===== src/rtl/trans_pkg.sv =====
// Shared definitions for the transaction feeder: transaction geometry, field
// offsets within a 128-bit transaction, and the output FSM state type.
package trans_pkg;
    localparam int TXN_W  = 128;
    localparam int BEAT_W = 32;
    localparam int BEATS  = 4;

    localparam int SENDER_MSB      = 127;
    localparam int SENDER_LSB      = 80;
    localparam int RECEIVER_MSB    = 79;
    localparam int RECEIVER_LSB    = 32;
    localparam int AMOUNT_MSB      = 31;
    localparam int AMOUNT_LSB      = 10;
    localparam int BLOCK_START_BIT = 9;

    typedef enum logic [1:0] {
        IDLE    = 2'd0,
        PRESENT = 2'd1,
        HOLDOFF = 2'd2
    } feed_state_t;
endpackage


===== src/rtl/sync_fifo.sv =====
// Synchronous FIFO with show-ahead head output; simultaneous push and pop
// both take effect and leave the count unchanged.
module sync_fifo #(
    parameter int WIDTH = 128,
    parameter int DEPTH = 8
) (
    input  logic                         clk,
    input  logic                         rst_n,
    input  logic                         wr_en,
    input  logic [WIDTH-1:0]             wr_data,
    input  logic                         rd_en,
    output logic [WIDTH-1:0]             rd_data,
    output logic                         full,
    output logic                         empty,
    output logic [$clog2(DEPTH+1)-1:0]   count
);
    localparam int AW = $clog2(DEPTH);
    localparam int CW = $clog2(DEPTH+1);

    logic [WIDTH-1:0] mem_q [DEPTH];
    logic [AW-1:0]    wr_ptr_q;
    logic [AW-1:0]    rd_ptr_q;
    logic [CW-1:0]    count_q;

    // Storage carries no reset; only the pointers and count define validity.
    always_ff @(posedge clk) begin
        if (wr_en) mem_q[wr_ptr_q] <= wr_data;
    end

    always_ff @(posedge clk or negedge rst_n) begin
        if (!rst_n) begin
            wr_ptr_q <= '0;
            rd_ptr_q <= '0;
            count_q  <= '0;
        end else begin
            if (wr_en) wr_ptr_q <= wr_ptr_q + 1'b1;
            if (rd_en) rd_ptr_q <= rd_ptr_q + 1'b1;
            case ({wr_en, rd_en})
                2'b10:   count_q <= count_q + 1'b1;
                2'b01:   count_q <= count_q - 1'b1;
                default: count_q <= count_q;
            endcase
        end
    end

    assign rd_data = mem_q[rd_ptr_q];
    assign full    = (count_q == CW'(DEPTH));
    assign empty   = (count_q == '0);
    assign count   = count_q;
endmodule


===== src/rtl/trans_feeder.sv =====
// Assembles four 32-bit beats into a 128-bit transaction, queues it, and
// presents queued transactions one at a time on a valid/ack interface.
module trans_feeder
    import trans_pkg::*;
#(
    parameter int DEPTH = 8,
    parameter int CNT_W = 16
) (
    input  logic                         clk,
    input  logic                         rst_n,
    input  logic [31:0]                  in_data,
    input  logic                         in_valid,
    input  logic                         in_last,
    output logic                         in_ready,
    output logic [127:0]                 data_o,
    output logic                         valid_o,
    input  logic                         ack_i,
    output logic [$clog2(DEPTH+1)-1:0]   fifo_count_o,
    output logic                         frame_err_o,
    output logic [CNT_W-1:0]             delivered_o
);
    localparam int          ASM_W     = TXN_W - BEAT_W;
    localparam logic [1:0]  LAST_BEAT = 2'(BEATS - 1);

    logic [1:0]        beat_cnt_q, beat_cnt_d;
    logic              frame_err_q, frame_err_d;
    logic [ASM_W-1:0]  asm_q;
    logic              beat_fire, at_last, push, pop;
    logic [TXN_W-1:0]  head;
    logic              fifo_full, fifo_empty;

    feed_state_t       state_q;
    logic              valid_q;
    logic [TXN_W-1:0]  data_q;
    logic [CNT_W-1:0]  delivered_q;

    // Only the final beat can stall: it needs a free slot, judged on registered occupancy.
    assign at_last   = (beat_cnt_q == LAST_BEAT);
    assign in_ready  = !(at_last && fifo_full);
    assign beat_fire = in_valid && in_ready;

    always_comb begin
        beat_cnt_d  = beat_cnt_q;
        frame_err_d = 1'b0;
        push        = 1'b0;
        if (beat_fire) begin
            if (in_last != at_last) begin
                beat_cnt_d  = '0;
                frame_err_d = 1'b1;
            end else if (at_last) begin
                beat_cnt_d = '0;
                push       = 1'b1;
            end else begin
                beat_cnt_d = beat_cnt_q + 1'b1;
            end
        end
    end

    always_ff @(posedge clk or negedge rst_n) begin
        if (!rst_n) begin
            beat_cnt_q  <= '0;
            frame_err_q <= 1'b0;
        end else begin
            beat_cnt_q  <= beat_cnt_d;
            frame_err_q <= frame_err_d;
        end
    end

    always_ff @(posedge clk) begin
        if (beat_fire && !at_last) asm_q <= {asm_q[ASM_W-BEAT_W-1:0], in_data};
    end

    sync_fifo #(
        .WIDTH (TXN_W),
        .DEPTH (DEPTH)
    ) u_fifo (
        .clk     (clk),
        .rst_n   (rst_n),
        .wr_en   (push),
        .wr_data ({asm_q, in_data}),
        .rd_en   (pop),
        .rd_data (head),
        .full    (fifo_full),
        .empty   (fifo_empty),
        .count   (fifo_count_o)
    );

    assign pop = (state_q == PRESENT) && ack_i;

    // HOLDOFF forces one low cycle of valid_o so an acked entry is never seen twice.
    always_ff @(posedge clk or negedge rst_n) begin
        if (!rst_n) begin
            state_q     <= IDLE;
            valid_q     <= 1'b0;
            data_q      <= '0;
            delivered_q <= '0;
        end else begin
            case (state_q)
                IDLE, HOLDOFF: begin
                    if (!fifo_empty) begin
                        state_q <= PRESENT;
                        valid_q <= 1'b1;
                        data_q  <= head;
                    end else begin
                        state_q <= IDLE;
                        valid_q <= 1'b0;
                    end
                end
                PRESENT: begin
                    if (ack_i) begin
                        state_q <= HOLDOFF;
                        valid_q <= 1'b0;
                        if (delivered_q != '1) delivered_q <= delivered_q + 1'b1;
                    end
                end
                default: begin
                    state_q <= IDLE;
                    valid_q <= 1'b0;
                end
            endcase
        end
    end

    assign data_o      = data_q;
    assign valid_o     = valid_q;
    assign frame_err_o = frame_err_q;
    assign delivered_o = delivered_q;
endmodule


===== config.mk =====
export PLATFORM = sky130hd
export DESIGN_NAME = trans_feeder
export DESIGN_NICKNAME = d
export VERILOG_FILES = /design/src/rtl/trans_pkg.sv /design/src/rtl/sync_fifo.sv /design/src/rtl/trans_feeder.sv
export SDC_FILE = /design/constraint.sdc
export NUM_CORES = 1
export LEC_CHECK = 0
export BUFFER_PORTS_ARGS = -buffer_cell sky130_fd_sc_hd__buf_2
export CAP_MARGIN = 20
export CELL_PAD_IN_SITES_DETAIL_PLACEMENT = 1
export CELL_PAD_IN_SITES_GLOBAL_PLACEMENT = 2
export CORE_ASPECT_RATIO = 0.8
export CORE_MARGIN = 2
export CORE_UTILIZATION = 49
export CTS_BUF_LIST = sky130_fd_sc_hd__clkbuf_16
export DETAILED_ROUTE_END_ITERATION = 10
export PLACE_DENSITY_LB_ADDON = 0.1
export SLEW_MARGIN = 25
export SYNTH_ARGS = -nofsm -noshare
export SYNTH_HDL_FRONTEND = slang
export SYNTH_SLANG_ARGS = --single-unit

===== constraint.sdc =====
create_clock -name clk -period 19.1 [get_ports clk]
set_input_delay 3.82 -clock clk [delete_from_list [all_inputs] [get_ports clk]]
set_output_delay 3.82 -clock clk [all_outputs]
set_load 0.1 [all_outputs]

==> results of run 1 <==
synth_stat cells (all sizes together), types with 3 or more instances:
library cell	n
xor2	16
nand2b	4
mux2i	128
nand3	7
clkbuf	21
xnor2	6
nor2	136
mux4	256
a21oi	132
mux2	3
or2	4
nand4	4
inv	6
buf	81
dfrtp	160
nor3	10
nand2	12
nor4	8
edfxtp	1120
ha	8
worst max-delay path, cell delays in order:
cell and delay, ns:
buf_2 0.08, ha_1 0.15, o211ai_2 0.26, or2_2 0.47
nor2_4 0.70, buf_4 0.53, buf_16 0.29, buf_4 0.71
worst max path at each step:
stage	to	startpoint	slack, ns
after floorplan	u_fifo.mem_q[0][0]$_DFFE_PP_	in_last	1.92
after global placement	u_fifo.mem_q[5][126]$_DFFE_PP_	in_last	11.30
after detailed placement	u_fifo.mem_q[5][126]$_DFFE_PP_	in_last	11.25
after CTS	u_fifo.mem_q[5][96]$_DFFE_PP_	in_last	12.03
after global routing	u_fifo.mem_q[5][72]$_DFFE_PP_	in_last	12.10
final	u_fifo.mem_q[5][72]$_DFFE_PP_	in_last	12.31
per-layer routing:
| layer | routed length, um | part of all wire (%) |
|---|---|---|
| met1 | 45900 | 47 |
| met3 | 4490 | 4.5 |
| met2 | 46800 | 47 |
| met4 | 1490 | 1.5 |
| met5 | 0 | 0 |
flip-flops by register name, indices dropped and copies added (netlist names):
signal,flops
asm_q,96
beat_cnt_q,2
data_o,128
delivered_o,16
frame_err_o,1
state_q,2
u_fifo.count,4
u_fifo.mem_q,1024
u_fifo.rd_ptr_q,3
u_fifo.wr_ptr_q,3
valid_o,1
final cells by class:
class	instances	share of cell area [%]
Clock buffer	134	6.24
Clock inverter	106	1.38
Inverter	6	0.0419
Multi-Input combinational cell	754	16.8
Sequential cell	1280	70.0
Tap cell	1287	3.00
Timing Repair Buffer	217	2.48
cell families after synthesis:
kind of cell	count (synthesis)
compound gates	141
xor+xnor	22
fa+ha+maj	8
buf+inv	108
flops	1280
mux	387
simple gates	196
power by group through the flow:
stage	Combinational, mW	Clock (mW)	Sequential [mW]
2_1_floorplan	1.25	0	4.50
5_1_grt	2.97	2.59	3.53
6_report	2.78	2.43	3.49
3_5_place_dp	2.83	0	3.56
3_3_place_gp	2.80	0	3.54
4_1_cts	2.84	2.49	3.50
==> flow_summary.ini, run 1 <==
[finish]
seq_area_mm2 = 0.0376
multi_input_area_mm2 = 0.00905
layout.cells.non_filler = 3784
finish.utilization_pct = 56.5
fill_cells = 8092
fin_area_mm2 = 0.0538
syn_to_final_growth_pct = 14.1
final_cell_mix = edfxtp_1, mux4_2, buf_2
drive_gt1_share_pct = 26.9
final_common_cell = edfxtp_1
fin_nets = 2434
diodes = 0

[synth]
synthAdderAreaFrac_pct = 0.212
ys_types = 41
yosys-mux-area-fraction_pct = 15.0
synth_top_family_by_area = multiplexers
syn_area_mm2 = 0.0471
synth_compound_area_share_pct = 1.55
syn-mean-instance-area_um2 = 22.0
synthArstFlopShare_pct = 12.5
yosys.area.top_type_share_pct = 71.4
ys_seq_elements = 1280
syn_nets = 2187
synthCells = 2142
synth_area_leaders = edfxtp_1, mux4_2, dfrtp_1
synth_top_area_cell = edfxtp_1
synth-simple-area-share_pct = 1.85
synth-xor-area-share_pct = 0.409
yosysWarnings = 0
synth_flop_cell = edfxtp_1
ys_seq_area_share_pct = 79.9
synth_edf_count = 1120

[global_route]
grt_max_degree = 129
grt_usage_pct = 20.7
grtUsageMet3_pct = 3.27
grt-ovfl-total = 0
grt_pass1_vias = 23232
grt_pass1_wl_um = 150000
grtUsageMet1_pct = 31.2
top_usage_layer = met2
antenna_found_initial = 2
met2_usage_pct = 32.1

[clock_network]
cts_resized = 0
clock_latency_ns = 0.74
cts_setup_buffers = 0
ctsHoldBuffers = 0
clockBufferDepth = 3
clk_pin_slew_ns = 0.06
ctsHtreeMaxLevel = 4
cts_tree = done
cts.sinks = 1280
numCtsBuffers = 130
root_buffer = clkbuf_16

[floorplan]
core_area_mm2 = 0.0952
die_y_um = 281
start_util_pct = 49.5
dieArea_mm2 = 0.0987
die_width_um = 351
row_count = 101
io_pins = 188

[power_and_ir_drop]
p_int_mw = 5.48
irDropWorstVdd_v = 0.000156
finalPower_mw = 8.71
power_density_mw_per_mm2 = 162
power_switching_mw = 3.23
p_comb_share_pct = 32.0
seqPwrFrac_pct = 40.1
pwr-share-clk_pct = 27.9
swShare_pct = 37.1
leakagePower_nw = 18.1

[placed_design]
placedCellCount = 3542
dp_hpwl_um = 51000
io_buffers = 187
post-place-ws_ns = 11.25
place_congestion = 0.709
dpl_cell_area_mm2 = 0.0496

[detailed_routing]
detail-route-antenna-nets = 0
drtPass1Iterations = 5
drt_iter0_markers = 1646
wl_per_cell_um = 26.1
drt_wl_total_um = 98700
vias = 21336
remaining_drc_errors = 0
routed_via_density = 5.64

[sta]
worst_pin_slew_ns = 1.01
hold_ws_ns = 0.477
rsz0062_at_grt = false
finalMaxSlewViolations = 0
period_minus_slack_ns = 6.79
hold_viol = 0
finalSetupViolCount = 0
period_share_pct = 35.6
fin_tns_setup_ns = 0
max_slew_margin_pct = 32.5
fin_skew_ns = 0.0240
fmax_mhz = 147
setup_ws_ns = 12.31

[worst_setup_path]
critPathMaxFanout = 50
r2r-end = u_fifo.mem_q[5][72]$_DFFE_PP_
r2r_setup_slack_ns = 14.80
cp.arrival_ns = 7.13
rr_worst_depth = 8
critPathKind = input pin to flip-flop
r2r-start = beat_cnt_q[0]$_DFFE_PN0P_
critPathLaunchType = input pin
crit_required_ns = 19.44
crit_path_end_kind = flip-flop

[run_status]
outcome = finished clean

[min_path]
worstHoldPathCells = 1
hp-class = flip-flop to flip-flop
min_to = valid_o$_DFFE_PN0P_
holdCritStartpoint = valid_o$_DFFE_PN0P_

[job]
maxCapViolCount = 0
No activity file was read; power rests on OpenSTA's default activity.
==> inputs of run 2 (changes only) <==
- ABC_AREA: default -> 1
- CORE_UTILIZATION: 49 -> 44
- clock period: 19.1 -> 6.3 ns (I/O delays scaled with it)
==> run 2 against run 1 <==
  * Sequential cell count unchanged
  * Final area increased by 6.5%
  * Synthesized cell count increased by 82%
  * Register-to-register slack got worse by 12 ns
  * Clock skew increased by 0.0011 ns
  * Power increased to 3.3 times the previous value
  * Combinational power increased to 3.6 times the previous value
  * Final cell count increased by 50%
  * Critical path depth decreased by 2
  * Core utilization decreased by 6.5 points
  * Sequential share of layout area decreased by 4.2 points
  * Highest routed layer is now met5
==> flow_summary.ini, run 2 <==
[run_status]
outcome = finished clean

[min_path]
hp-class = flip-flop to flip-flop
worstHoldPathCells = 2
min_to = data_o[104]$_DFFE_PN0P_
holdCritStartpoint = data_o[104]$_DFFE_PN0P_

[global_route]
grt_pass1_wl_um = 201000
grt_usage_pct = 22.8
grt_max_degree = 191
grt_pass1_vias = 31096
grt-ovfl-total = 0
antenna_found_initial = 4

[detailed_routing]
drt_iter0_markers = 2367
drtPass1Iterations = 5
wl_per_cell_um = 23.3
detail-route-antenna-nets = 0
vias = 30173
routed_via_density = 5.32
drt_wl_total_um = 132000
remaining_drc_errors = 0

[sta]
finalMaxSlewViolations = 0
worst_pin_slew_ns = 1.06
max_slew_margin_pct = 29.1
fmax_mhz = 295
hold_viol = 0
fin_skew_ns = 0.0251
rsz0062_at_grt = false
period_share_pct = 53.7
period_minus_slack_ns = 3.38
hold_ws_ns = 0.472
setup_ws_ns = 2.92
finalSetupViolCount = 0
fin_tns_setup_ns = 0

[worst_setup_path]
rr_worst_depth = 6
slowest_delay_ns = 0.95
crit_required_ns = 6.99
critPathMaxFanout = 61
crit_buf_inv = 2
r2r-end = data_o[95]$_DFFE_PN0P_
critPathKind = flip-flop to flip-flop
cp_top_family = buffers and inverters
crit_path_cell_trace = buf_4 > buf_4 > o211ai_2 > nand3_1 > nand3_1 > nand2_1
r2r_setup_slack_ns = 2.92
crit_path_end_kind = flip-flop
cp.arrival_ns = 4.07
critPathLaunchType = flip-flop
cpMaxStageDelayCell = dfrtp_4
r2r-start = u_fifo.rd_ptr_q[1]$_DFFE_PN0P_

[synth]
syn_area_mm2 = 0.0507
synthCells = 3895
ys_seq_area_share_pct = 74.2
synth_edf_count = 1120
ys_seq_elements = 1280
yosysWarnings = 0
ys_types = 25
synth_area_leaders = edfxtp_1, dfrtp_1, nand2_1
synth_flop_cell = edfxtp_1
syn_nets = 3940
synth_commonest_cells = edfxtp_1, nand2_1, inv_1
yosys.area.top_type_share_pct = 66.3
yosysMostFrequentCell = edfxtp_1
synth_top_area_cell = edfxtp_1
syn-mean-instance-area_um2 = 13.0
synthArstFlopShare_pct = 12.5

[clock_network]
cts.sinks = 1280
ctsHoldBuffers = 0
clock_latency_ns = 0.77
clk_pin_slew_ns = 0.06
cts_setup_buffers = 0
clockBufferDepth = 3
cts_tree = done
root_buffer = clkbuf_16
numCtsBuffers = 136
ctsHtreeMaxLevel = 4
cts_resized = 0

[floorplan]
io_pins = 188
start_util_pct = 44.3
core_area_mm2 = 0.114
row_count = 111
dieArea_mm2 = 0.118
die_y_um = 308
die_width_um = 383

[job]
maxCapViolCount = 0

[finish]
finish.utilization_pct = 50.0
fin_nets = 4085
syn_to_final_growth_pct = 12.9
fill_cells = 11481
final_common_cell = edfxtp_1
final_cell_mix = edfxtp_1, nand2_1, inv_1
diodes = 0
largest_reg_flops = 1024
drive_gt1_share_pct = 12.7
top_register = u_fifo.mem_q
layout.cells.non_filler = 5674
fin_area_mm2 = 0.0572

[placed_design]
place_congestion = 0.728
post-place-ws_ns = 2.37
io_buffers = 187
placedCellCount = 5427
dp_hpwl_um = 73300
dpl_cell_area_mm2 = 0.0530

[power_and_ir_drop]
leakagePower_nw = 21.9
finalPower_mw = 28.3
irDropWorstVdd_v = 0.000448
power_density_mw_per_mm2 = 495
## run 2: worst min-delay path, cell delays in order (launching register included)
cell and delay [ns]:
dfrtp_1 0.33, nand2_1 0.05, nand2_1 0.05
## run 2: worst max path at each step
stage	from	to	slack, ns	depth (start not counted)
2_1_floorplan	u_fifo.count[1]$_DFFE_PN0P_	u_fifo.mem_q[4][0]$_DFFE_PP_	-0.13	5
3_3_place_gp	in_last	u_fifo.mem_q[7][10]$_DFFE_PP_	2.23	7
3_5_place_dp	in_last	u_fifo.mem_q[0][30]$_DFFE_PP_	2.37	6
4_1_cts	u_fifo.rd_ptr_q[1]$_DFFE_PN0P_	data_o[95]$_DFFE_PN0P_	2.88	6
5_1_grt	u_fifo.rd_ptr_q[1]$_DFFE_PN0P_	data_o[95]$_DFFE_PN0P_	2.68	7
6_report	u_fifo.rd_ptr_q[1]$_DFFE_PN0P_	data_o[95]$_DFFE_PN0P_	2.92	6
## run 2: metal layers
| layer | up-vias | global-route usage, % | share of wire (%) |
|---|---|---|---|
| li1 | 13985 | - | - |
| met1 | 15496 | 32.2 | 47 |
| met2 | 526 | 37.2 | 48 |
| met3 | 164 | 3.15 | 3.6 |
| met4 | 2 | 6.14 | 2.0 |
| met5 | - | 0 | 0.0098 |
## run 2: cell families after synthesis
group	Yosys count	share of synthesized area, %
AND/OR/NAND/NOR	1174	9.73
buffers and inverters	769	6.41
adder cells (fa/ha/maj)	8	0.197
XOR/XNOR	11	0.190
AO/OA/AOI/OAI	653	9.24
flip-flops	1280	74.2
## run 2: report_power, final
group	switching (mW)	internal, mW	total [mW]
sequential	0.750	9.96	10.7
combinational	7.93	2.15	10.1
clock	3.30	4.26	7.56
## run 2: final cells by class
class / count / area (um^2) / share of cell area [%]
clock buffer: 143 / 3580 / 6.25
tap: 1525 / 1910 / 3.33
inverter: 541 / 2050 / 3.58
clock inverter: 104 / 601 / 1.05
timing repair buffer: 235 / 1550 / 2.71
multi-input combinational: 1846 / 9890 / 17.3
sequential: 1280 / 37600 / 65.8
==> inputs of run 3 (changes only) <==
- CORE_UTILIZATION: 44 -> 39
- clock period: 6.3 -> 3.05 ns (I/O delays scaled with it)
==> run 3 against run 2 <==
  * Non-clock buffer count up 67
  * Final area up 2.7%
  * Clock power up 120%
  * Sequential cell count unchanged
  * Worst setup slack worse by 2.5 ns
  * Largest cell class unchanged
  * Highest routed layer is now met4
==> flow_summary.ini, run 3 (synthesized netlist as in run 2, its figures left out) <==
[run_status]
outcome = finished clean

[clock_network]
cts.sinks = 1280
ctsHtreeMaxLevel = 4
clock_latency_ns = 0.77
numCtsBuffers = 136
clk_pin_slew_ns = 0.06
clockBufferDepth = 3
root_buffer = clkbuf_16
cts_tree = done

[sta]
worst_pin_slew_ns = 0.807
fmax_mhz = 375
fin_skew_ns = 0.0208
period_share_pct = 87.4
period_minus_slack_ns = 2.67
finalMaxSlewViolations = 0
setup_ws_ns = 0.384
rsz0062_at_grt = false
fin_tns_setup_ns = 0
max_slew_margin_pct = 46.2
hold_viol = 0
hold_ws_ns = 0.157
finalSetupViolCount = 0

[worst_setup_path]
cp_top_family = buffers and inverters
crit_path_end_kind = output port
cp.arrival_ns = 2.06
slowest_delay_ns = 0.46
critPathKind = flip-flop to output port
critPathLaunchType = flip-flop
cpMaxStageDelayCell = buf_2
critPathMaxFanout = 3
crit_buf_inv = 1
crit_required_ns = 2.44
crit_path_cell_trace = ha_1 > nand4_1 > buf_2

[placed_design]
post-place-ws_ns = 0.377
place_congestion = 0.735
io_buffers = 187
dp_hpwl_um = 83700
dpl_cell_area_mm2 = 0.0543
placedCellCount = 5708

[detailed_routing]
drt_wl_total_um = 139000
routed_via_density = 5.08
vias = 30269
wl_per_cell_um = 23.4
detail-route-antenna-nets = 0
remaining_drc_errors = 0
drt_iter0_markers = 2287
drtPass1Iterations = 5

[floorplan]
start_util_pct = 39.2
die_width_um = 407
die_y_um = 326
dieArea_mm2 = 0.133
core_area_mm2 = 0.129
io_pins = 188
row_count = 118

[power_and_ir_drop]
power_density_mw_per_mm2 = 1040
irDropWorstVdd_v = 0.000983
leakagePower_nw = 22.5
finalPower_mw = 60.9

[global_route]
grt_max_degree = 111
grtUsageMet3_pct = 3.32
grt_pass1_wl_um = 208000
grtUsageMet1_pct = 31.4
grt-ovfl-total = 0
met2_usage_pct = 32.2
grt_usage_pct = 21.2
top_usage_layer = met2
antenna_found_initial = 4
grt_pass1_vias = 31057

[finish]
largest_reg_flops = 1024
final_cell_mix = edfxtp_1, nand2_1, inv_1
top_register = u_fifo.mem_q
drive_gt1_share_pct = 14.4
fin_nets = 4152
finish.utilization_pct = 45.5
syn_to_final_growth_pct = 15.9
fin_area_mm2 = 0.0588
diodes = 0
layout.cells.non_filler = 5959
final_common_cell = edfxtp_1

[job]
maxCapViolCount = 0

[min_path]
hp-class = input pin to flip-flop
[run 3: changes by cell type in the layout (fill, tap and decap cells not counted), sizes merged]
cell	change
buf	+66
bufinv	+11
clkinv	-10
clkinvlp	+3
dlygate4sd3	+1
inv	-1
[run 3: area by class of cell]
cell class,instances,area [um^2]
Sequential cell,1280,37700
Clock inverter,107,901
Inverter,541,2050
Timing Repair Buffer,302,2510
Fill cell,13155,70400
Tap cell,1740,2180
Clock buffer,143,3580
Multi-Input combinational cell,1846,9900
[run 3: what timing repair did]
item / in CTS / in global routing
endpoints found under the hold margin: 48 / 0
endpoints found under the setup margin: 0 / 0
resized for setup: 0 / 0
hold buffers: 1 / 0
buffers inserted: 0 / 0
[run 3: path summary, 6_finish.rpt]
path	start	endpoint	slack [ns]	depth (start not counted)
setup / recovery	beat_cnt_q[0]$_DFFE_PN0P_	in_ready	0.38	3
hold / removal	in_data[24]	u_fifo.mem_q[0][24]$_DFFE_PP_	0.16	1
setup reg to reg	beat_cnt_q[0]$_DFFE_PN0P_	u_fifo.mem_q[6][104]$_DFFE_PP_	0.43	6
hold reg to reg	data_o[103]$_DFFE_PN0P_	data_o[103]$_DFFE_PN0P_	0.47	2
max in group asynchronous	rst_n	u_fifo.count[2]$_DFFE_PN0P_	1.95	3
min in group asynchronous	rst_n	data_o[113]$_DFFE_PN0P_	0.42	2
[run 3: layer usage]
| metal | share of wire [%] | vias to the layer above |
|---|---|---|
| met5 | 0 | - |
| met4 | 2.4 | 0 |
| met3 | 4.0 | 179 |
| met2 | 45 | 574 |
| met1 | 49 | 15378 |
| li1 | - | 14138 |
[run 3: worst reg2reg max path, cell delays in order, from the launching register on]
cell and delay (ns):
dfrtp_1 0.40, ha_1 0.26, nand4_1 0.17, nand3_2 0.22, or2_4 0.37, nor2_4 0.41
buf_4 0.42
[run 3: power breakdown]
group / leakage [nW] / switching [mW] / internal [mW]
logic: 8.11 / 17.1 / 5.07
clock network: 2.30 / 7.01 / 9.75
registers: 12.1 / 1.34 / 20.6
